--- config.mk ---
export PLATFORM = sky130hd
export DESIGN_NAME = boot_loader_flat
export DESIGN_NICKNAME = d
export VERILOG_FILES = /design/src/rtl/boot_loader_if.sv /design/src/rtl/boot_loader.sv /design/src/flat_wrapper.sv
export SDC_FILE = /design/constraint.sdc
export NUM_CORES = 1
export LEC_CHECK = 0
export CORE_MARGIN = 1
export CORE_UTILIZATION = 35
export DETAILED_ROUTE_END_ITERATION = 8
export DONT_BUFFER_PORTS = 1
export HOLD_SLACK_MARGIN = 0.03
export PLACE_DENSITY_LB_ADDON = 0.25
export SLEW_MARGIN = 25
export SYNTH_ARGS = -nofsm -noshare
export SYNTH_HDL_FRONTEND = slang
export SYNTH_SLANG_ARGS = --single-unit
--- constraint.sdc ---
create_clock -name romclk -period 2.1 [get_ports romclk]
set_clock_uncertainty 0.05 [all_clocks]
set_input_delay 0 -clock romclk [delete_from_list [all_inputs] [get_ports romclk]]
set_output_delay 0 -clock romclk [all_outputs]
set_load 0.05 [all_outputs]
--- src/rtl/boot_loader_if.sv ---
// Boot copy bus bundle: ROM read port, RAM write port and CPU/status lines.
// No storage; pure signal grouping.
// master = boot_loader side, slave = memory/system side.
interface boot_loader_if #(
  parameter int RAM_AW = 12
);
  logic              rom_cs;
  logic              rom_we;
  logic [3:0]        rom_addr;
  logic [15:0]       rom_dout;
  logic              ram_cs;
  logic              ram_we;
  logic [RAM_AW-1:0] ram_addr;
  logic [15:0]       ram_din;
  logic              ram_ack;
  logic              cpu_hold;
  logic              boot_done;
  logic              boot_err;
  logic [15:0]       checksum;

  modport master (
    output rom_cs, rom_we, rom_addr,
    input  rom_dout,
    output ram_cs, ram_we, ram_addr, ram_din,
    input  ram_ack,
    output cpu_hold, boot_done, boot_err, checksum
  );

  modport slave (
    input  rom_cs, rom_we, rom_addr,
    output rom_dout,
    input  ram_cs, ram_we, ram_addr, ram_din,
    output ram_ack,
    input  cpu_hold, boot_done, boot_err, checksum
  );
endinterface

--- src/rtl/boot_loader.sv ---
// Boot copy sequencer: copies NWORDS ROM words into RAM, then releases the CPU.
// Latency: 2 cycles per word plus one IDLE cycle; each cycle of ram_ack low adds one.
// Backpressure: stalls in WR while ram_ack is low; TIMEOUT consecutive low edges -> sticky error.
module boot_loader #(
  parameter int NWORDS   = 16,
  parameter int RAM_AW   = 12,
  parameter int RAM_BASE = 0,
  parameter int TIMEOUT  = 15
) (
  input  logic          romclk,
  input  logic          rst,
  boot_loader_if.master bl
);

  localparam int WCW = (TIMEOUT > 1) ? $clog2(TIMEOUT) : 1;
  localparam logic [WCW-1:0]    C_WC_LAST  = WCW'(TIMEOUT - 1);
  localparam logic [WCW-1:0]    C_WC_ONE   = WCW'(1);
  localparam logic [3:0]        C_IDX_LAST = 4'(NWORDS - 1);
  localparam logic [RAM_AW-1:0] C_BASE     = RAM_AW'(RAM_BASE);

  typedef enum logic [2:0] {
    S_IDLE,
    S_RD,
    S_WR,
    S_DONE,
    S_ERR
  } state_t;

  state_t         r_state;
  state_t         w_state_nxt;
  logic [3:0]     r_idx;
  logic [15:0]    r_data;
  logic [WCW-1:0] r_waitcnt;
  logic [15:0]    r_checksum;

  logic w_rom_cs;
  logic w_ram_cs;
  logic w_last;
  logic w_expired;

  assign w_last    = (r_idx == C_IDX_LAST);
  assign w_expired = (r_waitcnt == C_WC_LAST);

  // State register; reset restarts the copy from word 0.
  always_ff @(posedge romclk or posedge rst) begin
    if (rst) r_state <= S_IDLE;
    else     r_state <= w_state_nxt;
  end

  // Next-state decode and select outputs; DONE/ERR are terminal.
  always_comb begin
    w_state_nxt = r_state;
    w_rom_cs    = 1'b0;
    w_ram_cs    = 1'b0;
    case (r_state)
      S_IDLE: w_state_nxt = S_RD;
      S_RD: begin
        w_rom_cs    = 1'b1;
        w_state_nxt = S_WR;
      end
      S_WR: begin
        w_ram_cs = 1'b1;
        if (bl.ram_ack)     w_state_nxt = w_last ? S_DONE : S_RD;
        else if (w_expired) w_state_nxt = S_ERR;
        else                w_state_nxt = S_WR;
      end
      S_DONE:  w_state_nxt = S_DONE;
      S_ERR:   w_state_nxt = S_ERR;
      default: w_state_nxt = S_IDLE;
    endcase
  end

  // Word index, data latch, stall counter and running checksum.
  always_ff @(posedge romclk or posedge rst) begin
    if (rst) begin
      r_idx      <= 4'd0;
      r_data     <= 16'h0000;
      r_waitcnt  <= '0;
      r_checksum <= 16'h0000;
    end else begin
      case (r_state)
        S_RD: begin
          r_data    <= bl.rom_dout;
          r_waitcnt <= '0;
        end
        S_WR: begin
          if (bl.ram_ack) begin
            r_checksum <= r_checksum + r_data;
            if (!w_last) r_idx <= r_idx + 4'd1;
          end else if (!w_expired) begin
            r_waitcnt <= r_waitcnt + C_WC_ONE;
          end
        end
        default: ;
      endcase
    end
  end

  // Outputs come only from registers or state decode, never from ram_ack/rom_dout.
  assign bl.rom_cs    = w_rom_cs;
  assign bl.rom_we    = 1'b0;
  assign bl.rom_addr  = r_idx;
  assign bl.ram_cs    = w_ram_cs;
  assign bl.ram_we    = w_ram_cs;
  assign bl.ram_addr  = C_BASE + RAM_AW'(r_idx);
  assign bl.ram_din   = r_data;
  assign bl.cpu_hold  = (r_state != S_DONE);
  assign bl.boot_done = (r_state == S_DONE);
  assign bl.boot_err  = (r_state == S_ERR);
  assign bl.checksum  = r_checksum;

endmodule

--- src/flat_wrapper.sv ---
// flat-port wrapper written by rule: the top's interface ports become plain ports
module boot_loader_flat 
#(
  parameter int NWORDS   = 16,
  parameter int RAM_AW   = 12,
  parameter int RAM_BASE = 0,
  parameter int TIMEOUT  = 15
)
  (romclk, rst, bl_rom_cs, bl_rom_we, bl_rom_addr, bl_rom_dout, bl_ram_cs, bl_ram_we, bl_ram_addr, bl_ram_din, bl_ram_ack, bl_cpu_hold, bl_boot_done, bl_boot_err, bl_checksum);
  boot_loader_if #(.RAM_AW(RAM_AW)) bl_i ();
  input  logic romclk;
  input  logic rst;
  output wire logic [$bits(bl_i.rom_cs)-1:0] bl_rom_cs;
  output wire logic [$bits(bl_i.rom_we)-1:0] bl_rom_we;
  output wire logic [$bits(bl_i.rom_addr)-1:0] bl_rom_addr;
  input wire logic [$bits(bl_i.rom_dout)-1:0] bl_rom_dout;
  output wire logic [$bits(bl_i.ram_cs)-1:0] bl_ram_cs;
  output wire logic [$bits(bl_i.ram_we)-1:0] bl_ram_we;
  output wire logic [$bits(bl_i.ram_addr)-1:0] bl_ram_addr;
  output wire logic [$bits(bl_i.ram_din)-1:0] bl_ram_din;
  input wire logic [$bits(bl_i.ram_ack)-1:0] bl_ram_ack;
  output wire logic [$bits(bl_i.cpu_hold)-1:0] bl_cpu_hold;
  output wire logic [$bits(bl_i.boot_done)-1:0] bl_boot_done;
  output wire logic [$bits(bl_i.boot_err)-1:0] bl_boot_err;
  output wire logic [$bits(bl_i.checksum)-1:0] bl_checksum;
  assign bl_rom_cs = bl_i.rom_cs;
  assign bl_rom_we = bl_i.rom_we;
  assign bl_rom_addr = bl_i.rom_addr;
  assign bl_i.rom_dout = bl_rom_dout;
  assign bl_ram_cs = bl_i.ram_cs;
  assign bl_ram_we = bl_i.ram_we;
  assign bl_ram_addr = bl_i.ram_addr;
  assign bl_ram_din = bl_i.ram_din;
  assign bl_i.ram_ack = bl_ram_ack;
  assign bl_cpu_hold = bl_i.cpu_hold;
  assign bl_boot_done = bl_i.boot_done;
  assign bl_boot_err = bl_i.boot_err;
  assign bl_checksum = bl_i.checksum;
  boot_loader #(.NWORDS(NWORDS), .RAM_AW(RAM_AW), .RAM_BASE(RAM_BASE), .TIMEOUT(TIMEOUT)) u_core (.romclk(romclk), .rst(rst), .bl(bl_i));
endmodule
==> results.txt <==
The total clock buffers created by CTS came out at 5. The relative slew slack came out at 51.3%. The routed design could run at a clock period as short as 2.09 ns. The endpoint identified for the worst register-to-register timing path is u_core.bl.checksum[12]. The number of failing hold endpoints at the final stage is 0. The number of maximum-capacitance constraint violations came out at 0. The number of detailed-routing iterations run before antenna repair came out at 4.

The height of the chip came out at 89.6 um. The worst-margin pin slew is 0.729 ns. The delay of the slowest critical-path stage is 0.43 ns. The total die area came out at 0.00803 mm2. The count of unresolved DRC violations after routing came out at 0. The final standard cell count with taps included and fillers excluded came out at 450.

Of the total synthesized cell area, the portion taken by AND, OR, NAND and NOR gates is 15.6%. The reg2reg setup slack is 0.006 ns. The count of nets left with antenna violations once routing finished came out at 0.

The achievable frequency came out at 0.477 GHz. The area share of the largest cell type after synthesis came out at 40.1%. The first global-routing pass estimated 10.3 mm of wire.

The initial antenna violation count came out at 0. dfrtp_1 takes more of the synthesized area than any other cell. The area added between synthesis and finish is 33.6%.

The worst hold path terminates at u_core.bl.checksum[15]. Setup violations remaining at the end of the flow were counted as 0. In this run, synthesis inferred 0 flip-flops with an integrated enable. The overall fraction of global-route tracks in use is 16.9%. The arrival time at the worst endpoint came out at 2.21 ns. The critical path goes through ha_4, fa_2, a21oi_2, o211ai_1, a221oi_2, mux2i_1, o311ai_1. Clock-pin slew was measured on the worst setup and hold paths at 0.09 ns. The effective utilization at floorplan came out at 36.6%.

The half-perimeter wire length after detailed placement is 4.83 mm. For this block, the initial DRC count from the detailed router was 81. The number of global-route vias before repair came out at 2,190. The parity-gate share of the synthesized area counting xor and xnor cells came out at 2.93%. After synthesis the netlist holds a flip-flop and latch count of 43.

For this run, the leading register cell type out of synthesis is dfrtp_1. The ratio of cells with drive above 1 in the final layout came out at 35.0%. The total routed wirelength came out at 6.38 mm. The critical-path maximum fanout is 3.

The sink count of the clock tree came out at 43. The maximum number of pins on one net before global-route repair is 36. For this run, the register share of the synthesized area comes to 40.1%. In this run the most critical hold path is launched from bl_ram_ack. The count of buffers added on input and output ports is 0. The count of H-tree levels built during CTS is 2. The required time of the critical path is 2.21 ns. The worst setup path is launched from a flip-flop. The proportion of register bits with asynchronous set or reset after synthesis is 100%. Setup repair after global routing could not meet its margin everywhere.

The post-synthesis compound-gate area fraction is 17.6%. The via count came out at 2,215. The max-slew violation count came out at 0.

In this run the deepest clock path goes through 2 buffers. The weighted congestion reported at the end of routability-driven placement is 0.815. The number of fill cells is 700. In this run the critical register-to-register path is launched from u_core.bl.checksum[0].

The final critical path takes up 99.7% of the cycle. The clock reaches the later pin of the worst-skew pair after 0.30 ns. The worst register-to-register path has a depth of 7. The via density per instance came out at 4.92. The clock tree from TritonCTS is built.

The run finished with clean final reports. The critical path endpoint category is a flip-flop. The clock root buffer is clkbuf_8. The synthesized instance count came out at 276. Dividing the detail-routed wire length by the instance count gives 14.2 um. Of the post-synthesis cell area, the part taken by muxes is 7.87%.

The worst hold path cell count came out at 4. The slowest stage of the critical path is the dfrtp_2 cell. The number of rows in the core area came out at 31. The average instance in the mapped netlist occupies 9.73 um2. After the last flow step, the layout net total stands at 388. The width of the chip came out at 89.6 um. Sorting the synthesized cells by how often they occur yields 43 x dfrtp_1, 29 x nand2_1, 20 x a21oi_1. By startpoint and endpoint, the worst setup path is classified as reg -> reg. The cell area that synthesis handed to floorplanning was 0.00269 mm2. The leftover overflow at the end of global routing is 0. After synthesis, the cell types taking the most area are dfrtp_1 40%, ha_1 8.4%, mux2_2 7.1%.

The most used standard cell by instance count after synthesis is dfrtp_1. The number of diodes added for antenna fixing came out at 0. During I/O placement, the number of pins put on the boundary was 74. The unique cell type count in the Yosys netlist is 52. The count of yosys warnings during synthesis came out at 0. The core region is 0.00733 mm2. The adder-cell share of the synthesized area is 9.13%. By area, the combinational part of the netlist is dominated by compound AO/OA/AOI/OAI gates. In this run, placement finished with an instance count of 419.

The worst hold path belongs to the class in -> reg.
[flip-flops by register name, summed over array words and instances, names as in the netlist]
register,flops
u_core.bl.rom_addr,4
u_core.r_state,3
u_core.bl.ram_din,16
u_core.bl.checksum,16
u_core.r_waitcnt,4
[layer usage]
layer	share of wire (%)	up-vias	track usage, %
met5	0	-	0
met4	1.1	0	3.90
met3	4.3	6	3.93
met2	50	46	30.0
met1	45	1040	20.7
li1	-	1123	-
[worst max path at each step]
stage / to / depth (start not counted) / start / slack (ns)
after global placement: u_core.bl.checksum[12] / 7 / u_core.bl.checksum[0] / 0.03
after global routing: u_core.bl.checksum[12] / 7 / u_core.bl.checksum[0] / -0.11
final: u_core.bl.checksum[12] / 7 / u_core.bl.checksum[0] / 0.006
after CTS: u_core.bl.checksum[12] / 7 / u_core.bl.checksum[0] / -0.04
after detailed placement: u_core.bl.checksum[12] / 7 / u_core.bl.checksum[0] / -0.08
after floorplan: u_core.bl.checksum[13] / 6 / u_core.bl.checksum[1] / -0.04
[final cells by class]
| class | count | area, um2 | share of cell area [%] |
|---|---|---|---|
| repair buffers | 80 | 646 | 18.0 |
| multi-input cells | 210 | 1570 | 43.7 |
| inverters | 10 | 41.3 | 1.15 |
| well taps | 99 | 124 | 3.45 |
| clock inverters | 2 | 35.0 | 0.976 |
| clock buffers | 6 | 82.6 | 2.30 |
| flip-flops and latches | 43 | 1090 | 30.4 |
[per-stage QoR]
step | util (%) | setup TNS [ns] | setup slack, ns | hold slack, ns | area (um2)
final | 49.0 | 0 | 0.00553 | 0.0466 | 3590
after global routing | 49.0 | -0.200 | -0.112 | 0.0704 | 3590
after CTS | 48.3 | -0.0444 | -0.0409 | 0.0423 | 3540
after detailed placement | 44.1 | -0.0844 | -0.0844 | 0.0164 | 3230
after global placement | 44.1 | 0 | 0.0341 | 0.0101 | 3230
after floorplan | - | -0.0801 | -0.0439 | 0.102 | 2810
[critical path: cells and delay by family, from the launching register on]
family / cells / cell delay [ns]
flops: 1 / 0.43
mux: 1 / 0.22
compound gates: 4 / 0.74
fa+ha+maj: 2 / 0.52
[logic make-up (layout without fill, tap and decap cells)]
kind of cell | after synthesis | after routing
XOR/XNOR | 9 | 9
other | 1 | 9
multiplexers | 19 | 19
AO/OA/AOI/OAI | 75 | 75
flip-flops | 43 | 43
adder cells (fa/ha/maj) | 19 | 19
buffers and inverters | 31 | 98
AND/OR/NAND/NOR | 79 | 79
[timing repair]
item,4_1_cts,5_1_grt
pin swaps,3,7
buffers inserted,1,4
hold endpoints to repair,52,0
setup endpoints to repair,1,8
gates resized for setup,2,6
hold buffers,18,0
[placed cells by master, fill, tap and decap left out, drive strengths merged, types with 3 or more instances in the layout]
master,instances
inv,9
a211oi,4
clkbuf,6
o21ai,19
dfrtp,43
a31oi,3
dlygate4sd3,18
nor3b,6
xor2,5
a21o,6
nor2,14
nand2,30
ha,18
nand4,5
nor3,5
a21boi,3
conb,9
a21oi,20
buf,62
and2,3
xnor2,4
o211ai,4
mux2,17
nand3,5
Power is not shown: default switching activity piles up to over one toggle a cycle in this logic, so the estimate is an artifact.
